--- src/rtl/ram16sdp_fifo_ctrl.sv ---
// 16-deep FWFT FIFO controller driving a 16xDW simple-dual-port distributed RAM.
// Optional sticky OVF/UDF error flags are enabled by defining RAM16SDP_FIFO_ERR_FLAGS_EN.
module ram16sdp_fifo_ctrl #(
  parameter int DW         = 2,
  parameter int AFULL_LVL  = 12,
  parameter int AEMPTY_LVL = 2
) (
  input  logic          CLK,
  input  logic          RESETN,
  input  logic          WR_EN,
  input  logic [DW-1:0] DIN,
  input  logic          RD_EN,
  output logic [DW-1:0] DOUT,
  output logic          FULL,
  output logic          EMPTY,
  output logic          AFULL,
  output logic          AEMPTY,
  output logic [4:0]    LEVEL,
  input  logic          ERR_CLR,
  output logic          OVF,
  output logic          UDF,
  output logic          RAM_WRE,
  output logic [3:0]    RAM_WAD,
  output logic [DW-1:0] RAM_DI,
  output logic [3:0]    RAM_RAD,
  input  logic [DW-1:0] RAM_DO
);

  localparam logic [4:0] AFULL_L  = 5'(AFULL_LVL);
  localparam logic [4:0] AEMPTY_L = 5'(AEMPTY_LVL);
  localparam logic [4:0] DEPTH    = 5'd16;

  logic [3:0] wp, rp;
  logic [4:0] level_q, level_nxt;
  logic       full_q, empty_q, afull_q, aempty_q;
  logic       wr_ok, rd_ok;

  // Acceptance looks only at registered flags, so a pop never makes room for a same-cycle push.
  assign wr_ok = WR_EN & ~full_q & RESETN;
  assign rd_ok = RD_EN & ~empty_q & RESETN;

  // NOTE: every variable written in always_comb gets a default first, so no latch is inferred.
  always_comb begin
    level_nxt = level_q;
    unique case ({wr_ok, rd_ok})
      2'b10:   level_nxt = level_q + 5'd1;
      2'b01:   level_nxt = level_q - 5'd1;
      default: level_nxt = level_q;
    endcase
  end

  // NOTE: sequential state uses non-blocking assignments so all registers update from pre-edge values.
  always_ff @(posedge CLK) begin
    if (!RESETN) begin
      wp       <= 4'd0;
      rp       <= 4'd0;
      level_q  <= 5'd0;
      empty_q  <= 1'b1;
      full_q   <= 1'b0;
      aempty_q <= 1'b1;
      afull_q  <= 1'b0;
    end else begin
      if (wr_ok) wp <= wp + 4'd1;
      if (rd_ok) rp <= rp + 4'd1;
      level_q  <= level_nxt;
      // Flags decode the next level so they move on the same edge as LEVEL.
      empty_q  <= (level_nxt == 5'd0);
      full_q   <= (level_nxt == DEPTH);
      afull_q  <= (level_nxt >= AFULL_L);
      aempty_q <= (level_nxt <= AEMPTY_L);
    end
  end

  // NOTE: the RAM array is deliberately never cleared; resetting the pointers discards its contents logically.
  assign RAM_WRE = wr_ok;
  assign RAM_WAD = wp;
  assign RAM_DI  = DIN;
  assign RAM_RAD = rp;
  assign DOUT    = RAM_DO;

  assign LEVEL  = level_q;
  assign FULL   = full_q;
  assign EMPTY  = empty_q;
  assign AFULL  = afull_q;
  assign AEMPTY = aempty_q;

`ifdef RAM16SDP_FIFO_ERR_FLAGS_EN
  logic ovf_q, udf_q;

  // A new error in the clear cycle wins over ERR_CLR.
  always_ff @(posedge CLK) begin
    if (!RESETN) begin
      ovf_q <= 1'b0;
      udf_q <= 1'b0;
    end else begin
      ovf_q <= (WR_EN & full_q)  | (ovf_q & ~ERR_CLR);
      udf_q <= (RD_EN & empty_q) | (udf_q & ~ERR_CLR);
    end
  end

  assign OVF = ovf_q;
  assign UDF = udf_q;
`else
  logic unused_err_clr;
  assign unused_err_clr = ERR_CLR;
  assign OVF = 1'b0;
  assign UDF = 1'b0;
`endif

endmodule

--- config.mk ---
export PLATFORM = sky130hd
export DESIGN_NAME = ram16sdp_fifo_ctrl
export DESIGN_NICKNAME = d
export VERILOG_FILES = /design/src/rtl/ram16sdp_fifo_ctrl.sv
export SDC_FILE = /design/constraint.sdc
export NUM_CORES = 1
export LEC_CHECK = 0
export CAP_MARGIN = 25
export CORE_MARGIN = 2
export CORE_UTILIZATION = 47
export CTS_BUF_LIST = sky130_fd_sc_hd__clkbuf_16
export CTS_CLUSTER_DIAMETER = 120
export DETAILED_ROUTE_END_ITERATION = 8
export PLACE_DENSITY = 0.82
export SYNTH_ARGS = -nofsm -noshare
export SYNTH_HDL_FRONTEND = slang
export SYNTH_SLANG_ARGS = --single-unit
--- constraint.sdc ---
create_clock -name CLK -period 4.65 [get_ports CLK]
set_input_delay 0.6975 -clock CLK [delete_from_list [all_inputs] [get_ports CLK]]
set_output_delay 0.6975 -clock CLK [all_outputs]
set_load 0.1 [all_outputs]
# Word level (Yosys, flattened, before mapping)
# Cells that the tools add are included.
[totals] regBits=17 output_inout_bits=24 elab_cells=24
[classes] n_addsub=4 magnitude_cmp=2 eq_ne=3 mux=1 n_bitwise=6 reduce_logical=1
[op_table] operator="$pmux W5 S2" count=1
[op_table] operator="$add A4 B1 Y4 const B" count=2
[op_table] operator="$add A5 B1 Y5 const B" count=1
[op_table] operator="$eq A5 B5 Y1 const B" count=1
[op_table] operator="$ge A5 B4 Y1 const B" count=1
[op_table] operator="$le A5 B2 Y1 const B" count=1
[op_table] operator="$logic_not A5 Y1" count=1
[op_table] operator="$sub A5 B1 Y5 const B" count=1
[op_table] operator="$and A1 B1 Y1" count=4
[op_table] operator="$eq A2 B1 Y1 const B" count=1
[op_table] operator="$eq A2 B2 Y1 const B" count=1
[op_table] operator="$not A1 Y1" count=2

# Depth between registers and ports, before layout
[logic_depth] ltp_word=6 depth_mapped=11

# Worst setup path before layout
# Ideal clock, no wire load.
[synth_path] path_type="flip-flop to flip-flop" startpoint="register empty_q, in the netlist EMPTY" endpoint="register aempty_q, in the netlist AEMPTY" setup_time_ns=0.101 t_arrival_ns=2.783 required_ns=4.549 setup_slack_ns=1.766 stages_incl_launch_ff=9 path_buffers=0 synth_period_minus_slack_ns=2.884 path_cell_list="dfxtp_1 -> nand3b_4 -> clkinv_1 -> ha_1 -> nor3_1 -> o21ai_0 -> a31oi_2 -> xor2_2 -> o41ai_1"
[synth_via] elab_chain_cells=6 elab_cells_between_ends=7 classes_between="order compare: 1; eq/ne: 2; mux: 1; bitwise: 3"
[synth_rtl] item="start, declared" line_no="35" source="logic full_q, empty_q, afull_q, aempty_q;"
[synth_rtl] item="start signal, assigned" line_no="67" source="empty_q <= (level_nxt == 5'd0);"
[synth_rtl] item="$not A1 Y1 (*)" line_no="40" source="assign rd_ok = RD_EN & ~empty_q & RESETN;"
[synth_rtl] item="$and A1 B1 Y1 (*) (2 in series)" line_no="40"
[synth_rtl] item="$eq A2 B1 Y1 / $eq A2 B2 Y1 (equally long branches)" line_no="45" source="unique case ({wr_ok, rd_ok})"
[synth_rtl] item="$pmux W5 S2 (*)" line_no="45"
[synth_rtl] item="$le A5 B2 Y1 (*)" line_no="70" source="aempty_q <= (level_nxt <= AEMPTY_L);"
[synth_rtl] item="end signal, assigned" line_no="70"
[synth_rtl] item="end, declared" line_no="35"
# Every way passes the cells marked *; elsewhere a longest branch is shown, timed or not.
# A chain may end at the register's enable or synchronous reset.

# Worst setup path in the final report
[layout_path] startpoint="input port RESETN" endpoint="register aempty_q, in the netlist AEMPTY"
[layout_via] elab_chain_cells=4 elab_cells_between_ends=6 classes_between="order compare: 1; eq/ne: 2; mux: 1; bitwise: 2"
[layout_rtl] item="start, declared" line_no="9" source="input logic RESETN,"
[layout_rtl] item="$and A1 B1 Y1, on equally long branches" line_no="40, 39"
[layout_rtl] item="$eq A2 B1 Y1 / $eq A2 B2 Y1 (equally long branches)" line_no="45"
[layout_rtl] item="$pmux W5 S2" line_no="45"
[layout_rtl] item="$le A5 B2 Y1" line_no="70"
# Parallel ways exist; a longest one is shown, timed or not.

==> impl_metrics.yaml <==
die:
  num_rows: 16
  io_pins: 33
  die_y_um: 49.4
  start_util_pct: 49.8
  die_w_um: 49.4
  dieArea_mm2: 0.00244
  coreArea_mm2: 0.00194
placed_design:
  dp_hpwl_um: 1350
  dp_slack_ns: 1.28
  place_area_mm2: 0.00114
  gp_congestion: 0.761
  numPortBuffers: 21
pwr:
  internal-power_w: 0.000305
  seqPwrFrac_pct: 35.1
  vdd_drop_max_mv: 0.275
  p_clk_share_pct: 35.5
  p_leak_nw: 0.511
  p_switching_w: 0.000166
  p_comb_share_pct: 29.4
  power.share.switching_pct: 35.3
  power_density_mw_per_mm2: 386
drt:
  first_pass_iters: 4
  viasPerCell: 5.28
  ant_nets: 0
  wl_um: 1830
  drcViolationCount: 0
  first_iter_violations: 7
  vias: 808
  wire_per_inst_um: 11.9
logic_synthesis:
  synthCells: 109
  async_reset_ff_share_pct: 0
  synthFlopType: "dfxtp_1"
  synth_cell_types: 39
  ys_seq_area_share_pct: 35.2
  synth-edff-count: 0
  syn_area_um2: 967
  yosysWarnings: 0
  synth.avg_cell_area_um2: 8.87
  synth-seq-cells: 17
clocking:
  cts_buffer_depth: 2
  clkLatencyLatePin_ns: 0.25
  cts_resized: 0
  cts_tree: "built"
  cts_hold_buf: 0
  path_clk_slew_ns: 0.05
  cts_root_buf: "clkbuf_16"
  cts.sinks: 17
  cts_setup_buffers: 0
  h-tree-depth: 1
  cts_buffers: 3
global_routing:
  first_global_vias: 714
  grt_pass1_wl_um: 3140
  grt_overflow: 0
  antenna_found_initial: 0
  grt_max_degree: 11
  grt_usage_pct: 17.2
critical_path:
  worstPathRequired_ns: 4.79
  path_class: "input port to flop"
  slowest_stage: "clkdlybuf4s50_1"
  critPathTopFamily: "buffers and inverters"
  cpPeakStageDelay_ns: 0.62
  cp_data_arrival_time_ns: 3.23
  worstPathCellList: "clkdlybuf4s50_1, nand3b_4, clkinv_1, ha_1, nor3_1, o21ai_0, a31oi_2, xor2_2, o41ai_1"
  crit_buf_inv: 2
  worstSetupEndpointType: "flop"
  crit_fanout: 10
  setup.worst_path.start_class: "input port"
timing:
  slew_headroom_pct: 34.9
  maxSlewViolCount: 0
  hold_ws_ns: 0.486
  finalSetupViolCount: 0
  period_needed_ns: 3.09
  min_period_over_period_pct: 66.4
  clock-skew-final_ns: 0.00155
  worst_slack_ns: 1.56
  max_freq_mhz: 324
  finalHoldViolCount: 0
  worst_pin_slew_ns: 0.974
  rsz0062_at_grt: "false"
  tns_ns: 0
run_status:
  outcome: "completed"
finish:
  fin_nets: 140
  mostFrequentLayoutCell: "clkdlybuf4s50_1"
  drive_above_1_share_pct: 8.73
  antenna_cells: 0
  area_growth_pct: 26.1
  design_area_mm2: 0.00122
  layout_common_cells: "clkdlybuf4s50_1 (20), dfxtp_1 (17), nand2_1 (14)"
worst_hold_path:
  min_path_type: "flop to flop"
flow_run:
  maxCapViolations: 0
[stage by stage]
stage                     std cells  total power [W]  util [%]
final                           153         0.000470      62.8
after global routing            153         0.000493      62.8
after CTS                       153         0.000474      62.8
after detailed placement        149         0.000306      58.8
after global placement          149         0.000304      58.8
after floorplan                 110         0.000296         -
[worst paths after layout]
check / from / to / slack, ns / cells after the start
setup / recovery: RESETN / AEMPTY$_SDFF_PN1_ / 1.56 / 9
hold / removal: RAM_RAD[1]$_SDFFE_PN0P_ / RAM_RAD[1]$_SDFFE_PN0P_ / 0.49 / 2
setup reg to reg: EMPTY$_SDFF_PN1_ / AEMPTY$_SDFF_PN1_ / 2.34 / 8
hold reg to reg: RAM_RAD[1]$_SDFFE_PN0P_ / RAM_RAD[1]$_SDFFE_PN0P_ / 0.49 / 2
[per-layer routing]
metal / part of all wire (%) / GRT usage, %
met2: 49 / 28.8
met1: 44 / 20.1
met3: 4.0 / 3.68
met5: 0 / 0
met4: 2.6 / 10.0
[cell usage after synthesis (3+ instances only)]
library cell  count  area (um^2)
a21oi_1           6         30.0
buf_4             6         45.0
dfxtp_1          17          340
ha_1              4         50.1
nand2_1          14         52.6
nor2_1           10         37.5
o21ai_0           3         15.0
xnor2_1           4         35.0
xor2_1            5         43.8
[logic make-up after synthesis]
group                      share of synthesized area, %
xor gates and xnor gates                           9.83
adders and majority gates                          5.17
AOI/OAI and AO/OA                                  13.3
buffers and inverters                              8.93
and+or+nand+nor                                    27.2
DFF                                                35.2
other                                             0.388
[power groups by stage]
stage / sequential (W) / combinational, W / clock [W]
after floorplan: 0.000229 / 0.0000669 / 0
after global placement: 0.000167 / 0.000136 / 0
after detailed placement: 0.000168 / 0.000138 / 0
after CTS: 0.000165 / 0.000139 / 0.000170
after global routing: 0.000167 / 0.000146 / 0.000180
final: 0.000165 / 0.000138 / 0.000167
[worst min-delay path: cells and delay by family (launching register included)]
kind             cells  cell delay [ns]
flip-flops           1             0.33
AND/OR/NAND/NOR      2             0.11
[area by class of cell]
type                            count  area (um^2)
Clock inverter                      1         3.75
Fill cell                         185          722
Sequential cell                    17          340
Tap cell                           27         33.8
Inverter                            4         15.0
Multi-Input combinational cell     80          544
Timing Repair Buffer               21          208
Clock buffer                        3         75.1
[state kept, by name (all words and copies together) (netlist names)]
name and cells:
RAM_WAD 4, LEVEL 5, AFULL 1, AEMPTY 1
EMPTY 1, RAM_RAD 4, FULL 1
(Power assumes the default switching activity.)
